<file path="src/rtl/uart_byte_receiver.sv">
// uart_byte_receiver: UART receive front end, one instance per rx line.
// Frame: start bit (0), DATA_WIDTH data bits LSB first, stop bit (1), idle high.
// Optional even-parity bit after the data bits when UART_RX_PARITY_EN is defined;
// without it parity_error is tied low.
module uart_byte_receiver #(
   parameter int unsigned DATA_WIDTH = 8,
   parameter int unsigned CLK_FREQ   = 50_000_000,
   parameter int unsigned BAUD_RATE  = 115200
) (
   input  logic                  clk,
   input  logic                  rstN,
   input  logic                  rx,
   output logic [DATA_WIDTH-1:0] data_out,
   output logic                  data_valid,
   input  logic                  data_ack,
   output logic                  busy,
   output logic                  frame_error,
   output logic                  overrun,
   output logic                  parity_error
);

   localparam int unsigned CLKS_PER_BIT = CLK_FREQ / BAUD_RATE;
   localparam int unsigned HALF_BIT     = CLKS_PER_BIT / 2;
   localparam int unsigned CNT_W        = $clog2(CLKS_PER_BIT + 1);
   localparam int unsigned IDX_W        = $clog2(DATA_WIDTH + 1);
   localparam logic [CNT_W-1:0] BIT_LAST  = CNT_W'(CLKS_PER_BIT - 1);
   localparam logic [CNT_W-1:0] HALF_LAST = CNT_W'(HALF_BIT - 1);
   localparam logic [IDX_W-1:0] IDX_LAST  = IDX_W'(DATA_WIDTH - 1);

   typedef enum logic [2:0] {
      S_IDLE,
      S_START,
      S_DATA,
      S_STOP,
      S_BREAK
`ifdef UART_RX_PARITY_EN
      , S_PARITY
`endif
   } state_t;

   state_t                  state_q, state_d;
   logic                    rx_meta_q, rx_meta_d;
   logic                    rx_s_q, rx_s_d;
   logic [CNT_W-1:0]        cnt_q, cnt_d;
   logic [IDX_W-1:0]        idx_q, idx_d;
   logic [DATA_WIDTH-1:0]   shift_q, shift_d;
   logic [DATA_WIDTH-1:0]   data_out_q, data_out_d;
   logic                    data_valid_q, data_valid_d;
   logic                    frame_error_q, frame_error_d;
   logic                    overrun_q, overrun_d;
   logic                    accept;
`ifdef UART_RX_PARITY_EN
   logic                    par_bad_q, par_bad_d;
   logic                    parity_error_q, parity_error_d;
`endif

   // Next-state, datapath and one-cycle error pulses
   always_comb begin
      rx_meta_d     = rx;
      rx_s_d        = rx_meta_q;
      state_d       = state_q;
      cnt_d         = cnt_q;
      idx_d         = idx_q;
      shift_d       = shift_q;
      data_out_d    = data_out_q;
      data_valid_d  = data_valid_q;
      frame_error_d = 1'b0;
      overrun_d     = 1'b0;
      accept        = 1'b0;
`ifdef UART_RX_PARITY_EN
      par_bad_d      = par_bad_q;
      parity_error_d = 1'b0;
`endif
      if (data_valid_q && data_ack) data_valid_d = 1'b0;

      case (state_q)
         S_IDLE: begin
            cnt_d = '0;
            if (!rx_s_q) state_d = S_START;
         end
         S_START: begin
            if (cnt_q == HALF_LAST) begin
               cnt_d   = '0;
               idx_d   = '0;
               state_d = rx_s_q ? S_IDLE : S_DATA;
`ifdef UART_RX_PARITY_EN
               par_bad_d = 1'b0;
`endif
            end else begin
               cnt_d = cnt_q + 1'b1;
            end
         end
         S_DATA: begin
            if (cnt_q == BIT_LAST) begin
               cnt_d   = '0;
               shift_d = {rx_s_q, shift_q[DATA_WIDTH-1:1]};
               if (idx_q == IDX_LAST) begin
`ifdef UART_RX_PARITY_EN
                  state_d = S_PARITY;
`else
                  state_d = S_STOP;
`endif
               end else begin
                  idx_d = idx_q + 1'b1;
               end
            end else begin
               cnt_d = cnt_q + 1'b1;
            end
         end
`ifdef UART_RX_PARITY_EN
         S_PARITY: begin
            if (cnt_q == BIT_LAST) begin
               cnt_d          = '0;
               parity_error_d = ^{shift_q, rx_s_q};
               par_bad_d      = ^{shift_q, rx_s_q};
               state_d        = S_STOP;
            end else begin
               cnt_d = cnt_q + 1'b1;
            end
         end
`endif
         S_STOP: begin
            if (cnt_q == BIT_LAST) begin
               cnt_d = '0;
               if (!rx_s_q) begin
                  frame_error_d = 1'b1;
                  state_d       = S_BREAK;
               end else begin
                  state_d = S_IDLE;
`ifdef UART_RX_PARITY_EN
                  accept = !par_bad_q;
`else
                  accept = 1'b1;
`endif
               end
            end else begin
               cnt_d = cnt_q + 1'b1;
            end
         end
         S_BREAK: begin
            if (rx_s_q) state_d = S_IDLE;
         end
         default: state_d = S_IDLE;
      endcase

      // A new byte wins over a same-cycle ack; overrun only when the old byte was not taken
      if (accept) begin
         data_out_d   = shift_q;
         data_valid_d = 1'b1;
         overrun_d    = data_valid_q && !data_ack;
      end
   end

   // State and output registers, async reset
   always_ff @(posedge clk or negedge rstN) begin
      if (!rstN) begin
         state_q       <= S_IDLE;
         rx_meta_q     <= 1'b1;
         rx_s_q        <= 1'b1;
         cnt_q         <= '0;
         idx_q         <= '0;
         shift_q       <= '0;
         data_out_q    <= '0;
         data_valid_q  <= 1'b0;
         frame_error_q <= 1'b0;
         overrun_q     <= 1'b0;
`ifdef UART_RX_PARITY_EN
         par_bad_q      <= 1'b0;
         parity_error_q <= 1'b0;
`endif
      end else begin
         state_q       <= state_d;
         rx_meta_q     <= rx_meta_d;
         rx_s_q        <= rx_s_d;
         cnt_q         <= cnt_d;
         idx_q         <= idx_d;
         shift_q       <= shift_d;
         data_out_q    <= data_out_d;
         data_valid_q  <= data_valid_d;
         frame_error_q <= frame_error_d;
         overrun_q     <= overrun_d;
`ifdef UART_RX_PARITY_EN
         par_bad_q      <= par_bad_d;
         parity_error_q <= parity_error_d;
`endif
      end
   end

   assign data_out    = data_out_q;
   assign data_valid  = data_valid_q;
   assign busy        = (state_q != S_IDLE);
   assign frame_error = frame_error_q;
   assign overrun     = overrun_q;
`ifdef UART_RX_PARITY_EN
   assign parity_error = parity_error_q;
`else
   assign parity_error = 1'b0;
`endif

endmodule

</file>
<file path="config.mk">
export PLATFORM = sky130hd
export DESIGN_NAME = uart_byte_receiver
export DESIGN_NICKNAME = d
export VERILOG_FILES = /design/src/rtl/uart_byte_receiver.sv
export SDC_FILE = /design/constraint.sdc
export NUM_CORES = 1
export LEC_CHECK = 0
export ABC_CLOCK_PERIOD_IN_PS = 2500
export BUFFER_PORTS_ARGS = -buffer_cell sky130_fd_sc_hd__buf_2
export CAP_MARGIN = 25
export CORE_UTILIZATION = 45
export DETAILED_ROUTE_END_ITERATION = 16
export MAX_ROUTING_LAYER = met4
export PLACE_DENSITY = 0.6
export SLEW_MARGIN = 20
export SYNTH_ARGS = -nofsm -noshare
export SYNTH_HDL_FRONTEND = slang
export SYNTH_SLANG_ARGS = --single-unit
</file>
<file path="constraint.sdc">
create_clock -name clk -period 2.5 [get_ports clk]
set_input_delay 0.25 -clock clk [delete_from_list [all_inputs] [get_ports clk]]
set_output_delay 0.25 -clock clk [all_outputs]
set_load 0.05 [all_outputs]
</file>
---- After elaboration in Yosys (flattened, before gate mapping) ----
Cells that the tools add are included.
word-level totals
  bits in latches ......................... 0
  input bits .............................. 4
  ROM bits ................................ 0
  register bits ........................... 37
  word-level logic and storage cells ...... 63
  output and inout port bits .............. 13
  memories kept ........................... 0
  memory bits (writable) .................. 0
cells by class
  $mul .................................... 0
  shift operators ......................... 0
  muxes and demuxes ....................... 25
  magnitude comparators ................... 0
  reduce and logical (&&, ||, !) cells .... 12
  add/sub/neg operators ................... 2
  div/mod/pow operators ................... 0
  equality and inequality tests ........... 14
  bitwise gates (word level) .............. 0
operator list
  kind                                            count
  one-hot mux 9 bit (3 select lines)              1
  two-way mux 3 bit                               7
  two-way mux 9 bit                               2
  one-hot mux 3 bit (5 select lines)              1
  inequality test 2 bit (second input constant)   7
  two-way mux 4 bit                               3
  adder 9 x 1 -> 9 bit (second input constant)    1
  == test 9 x 8 -> 1 bit (second input constant)  1
  == test 9 bit (second input constant)           1
  two-way mux 1 bit                               9
  one-hot mux 4 bit (2 select lines)              1
  == test 3 x 2 -> 1 bit (second input constant)  2
  AND reduction 6 bit                             1
  nonzero test 3 bit                              2
  adder 4 x 1 -> 4 bit (second input constant)    1
  == test 4 x 3 -> 1 bit (second input constant)  1
  AND reduction 4 bit                             1
  nonzero test 2 bit                              2
  == test 3 x 1 -> 1 bit (second input constant)  1
  == test 3 bit (second input constant)           1
  logical NOT 3 bit                               1
  logical AND 1 bit                               2
  two-way mux 2 bit                               1
  AND reduction 2 bit                             1
  other kinds (2)                                 2

---- Logic depth before layout (Yosys ltp) ----
  word-level depth ........................ 4
  depth in mapped cells ................... 8
  gate-level depth less buffers ........... 6

---- Worst setup path after synthesis ----
OpenSTA, ideal clock, no wires.
  kind .................................... reg-to-reg
  start ................................... reg cnt_q[1]
  end ..................................... reg data_out_q[0] (netlist: data_out[0])
  clock period less this slack ............ 1.826 ns
  path buffers ............................ 2
  arrival ................................. 1.700 ns
  setup slack ............................. 0.674 ns
  setup time .............................. 0.125 ns
  data required time ...................... 2.375 ns
  cell stages (with the launch flop) ...... 9
  cell sequence ........................... dfrtp_1 -> inv_1 -> ha_1 -> and4bb_1 -> and2_1 -> buf_4 -> and4_4 -> buf_6 -> mux2_4
on the way
  cells in the longest elaborated chain, start to end .. 3
ends and longest elaborated chain
  element                   line  RTL
  start: declaration        44    logic [CNT_W-1:0] cnt_q, cnt_d;
  start signal: assignment  175   cnt_q <= cnt_d;
  == test 9 bit             123   if (cnt_q == BIT_LAST) begin
  two-way mux 1 bit         123
  two-way mux 1 bit         76    case (state_q)
  end signal: assignment    178   data_out_q <= data_out_d;
  end: declaration          47    logic [DATA_WIDTH-1:0] data_out_q, data_out_d;
Every way passes these cells.
A chain may end at the register's enable or synchronous reset.

---- Worst setup path in the final report ----
Ends and elaborated chain as after synthesis.

==> results.py <==
metrics = {
    "setup_path": {
        "r2r_start": "cnt_q[1]",
        "crit_start": "cnt_q[1]",
        "reg2reg_slack_ns": 0.49,
        "crit_required_ns": 2.66,
        "arrival_ns": 2.18,
        "rr_endpoint": "data_out[0]",
        "worst-setup-path-type": "reg2reg",
        "crit_end": "data_out[0]",
        "start_kind": "flip-flop",
        "end_kind": "flip-flop",
        "rr_worst_depth": 6,
        "worstPathMaxFanout": 10,
    },
    "job": {
        "cap_violations": 0,
    },
    "yosys": {
        "ys_seq_area_share_pct": 50.4,
        "synth_top_area_cell": "dfrtp_1",
        "synth-edff-count": 0,
        "synth_area_um2": 1840,
        "ys_types": 45,
        "ys_async_sr_fraction_pct": 100,
        "yosys_warnings": 0,
        "syn_inst": 161,
        "synth_top_cell_area_share_pct": 47.6,
        "synth-seq-cells": 37,
        "synth_area_per_cell_um2": 11.4,
        "syn_nets": 169,
        "synth-main-ff-cell": "dfrtp_1",
        "yosys-top-cells-area": "dfrtp_1 (48%), mux2_4 (6.5%), mux2_2 (6.1%)",
    },
    "sta": {
        "maxSlewHeadroom_pct": 46.9,
        "fin_tns_setup_ns": 0,
        "rsz0062_at_grt": "no",
        "worst_pin_slew_ns": 0.797,
        "timing_hold_violations_final": 0,
        "setup_viol": 0,
        "fin_crit_ns": 2.01,
        "finClkSkew_ns": 0.00410,
        "maxClockFrequency_mhz": 496,
        "slew_viol_final": 0,
        "fin_crit_sh_pct": 80.6,
    },
    "cts": {
        "cts_sinks": 37,
        "post-cts-setup-buffers": 0,
        "clk_latency_ns": 0.28,
        "cts.path.max_buffers": 2,
        "cts_inserted_buffers": 5,
        "cts-root-buf": "clkbuf_8",
        "cts_tree": "done",
        "h-tree-depth": 2,
        "cts-resized-gates": 0,
        "path_clk_slew_ns": 0.07,
        "cts_hold_buffers": 0,
    },
    "layout": {
        "diodes": 0,
        "layout_commonest_cell": "dfrtp_1",
        "area_growth_pct": 9.52,
        "layout.nets": 183,
        "final_cell_mix": "dfrtp_1 (35), buf_2 (15), nand2_1 (12)",
        "final_area_um2": 2020,
        "layout-drive-gt1-share_pct": 26.7,
    },
    "outcome": {
        "status": "finished clean",
    },
    "global_routing": {
        "grt_remaining_overflow": 0,
        "grt_pass1_wl_mm": 5.71,
        "antenna_found_initial": 0,
        "grt_max_degree": 38,
        "grt_pass1_vias": 1224,
        "grt_usage_pct": 18.2,
    },
    "pwr": {
        "powerDensity_nw_per_um2": 512,
        "power_w": 0.00103,
        "ir_worst_vdd_mv": 0.377,
        "p_leak_nw": 0.960,
    },
    "floorplanning": {
        "std_cell_rows": 22,
        "design.die.area_um2": 4350,
        "ioPinCount": 17,
        "design.core.area_um2": 3800,
        "fp.dieW_um": 66.0,
        "start_util_pct": 48.5,
        "fp.dieH_um": 66.0,
    },
    "drt": {
        "firstDrtPassIters": 4,
        "drc_errors": 0,
        "finalWirelength_mm": 3.27,
        "vias_per_cell": 5.67,
        "ant_nets": 0,
        "drtIter0Drc": 131,
        "vias": 1269,
        "routedWlPerCell_um": 14.6,
    },
    "placed_design": {
        "portBuffers": 15,
        "hpwl_mm": 2.36,
        "placed_area_um2": 1930,
        "gp_congestion": 0.916,
    },
    "hold_path": {
        "hold_path_class": "in2async",
    },
}
-- worst max-delay path: stages (launching register included) --
cell and delay (ns):
dfrtp_1 0.42, inv_1 0.09, ha_1 0.13, and4bb_1 0.22, and2_1 0.30, and4_4 0.40
mux2_4 0.32
-- synthesized netlist by cell type (all sizes together) (3+ instances only) --
master / n
mux2: 18
nor2b: 3
nor2: 4
dfrtp: 35
ha: 4
o21ai: 6
nor3: 7
inv: 8
buf: 8
or3: 3
nand3: 5
and3: 3
a31oi: 3
nand4: 3
nand2: 12
a21oi: 7
-- cells by family (layout without fill, tap and decap cells) --
kind of cell	after synthesis	count (layout)	share of synthesized area, %
simple gates	52	52	16.8
flops	37	37	50.4
fa+ha+maj	4	4	2.72
xor+xnor	1	1	0.476
compound gates	30	30	11.4
buf+inv	17	32	4.76
mux	19	19	13.2
other cells	1	1	0.204
-- per-layer routing --
metal | share of wire, % | GRT usage (%)
met1 | 50 | 23.6
met2 | 44 | 26.9
met3 | 3.5 | 4.66
met4 | 1.6 | 7.98
met5 | 0 | -
-- cell type report --
class | count | area (um^2)
multi-input combinational | 107 | 825
sequential | 37 | 928
inverter | 8 | 30.0
fill | 354 | 1780
tap | 48 | 60.1
clock buffer | 8 | 90.1
timing repair buffer | 16 | 82.6
-- report_power, final --
group / leakage, nW / switching (W) / internal, W
logic: 0.420 / 0.0000152 / 0.00000215
clock network: 0.0455 / 0.000186 / 0.000225
registers: 0.495 / 0.00000167 / 0.000602
total: 0.960 / 0.000203 / 0.000828
-- worst min-delay path by stage --
| stage | end | slack [ns] | depth (start not counted) |
|---|---|---|---|
| final | shift_q[0] | 0.06 | 1 |
| after CTS | rx_meta_q | 0.06 | 1 |
| after detailed placement | rx_s_q | 0.35 | 0 |
| after global routing | rx_meta_q | 0.05 | 1 |
| after global placement | rx_s_q | 0.35 | 0 |
| after floorplan | cnt_q[0] | -0.05 | 0 |
-- through the flow --
| step | util (%) | hold slack, ns | cells | worst slack (ns) |
|---|---|---|---|---|
| floorplan | - | -0.0456 | 161 | 0.674 |
| global placement | 50.7 | 0.347 | 216 | 0.518 |
| detailed placement | 50.7 | 0.348 | 216 | 0.503 |
| CTS | 53.1 | 0.0590 | 224 | 0.496 |
| global route | 53.1 | 0.0481 | 224 | 0.383 |
| finish | 53.1 | 0.0576 | 224 | 0.485 |
-- flip-flops by register name, summed over array words and instances (netlist names) --
register,cells
data_valid,1
cnt_q,9
shift_q,8
data_out,8
overrun,1
idx_q,4
rx_s_q,1
rx_meta_q,1
frame_error,1
state_q,3
Note: power is estimated with default switching activity, not from simulation.
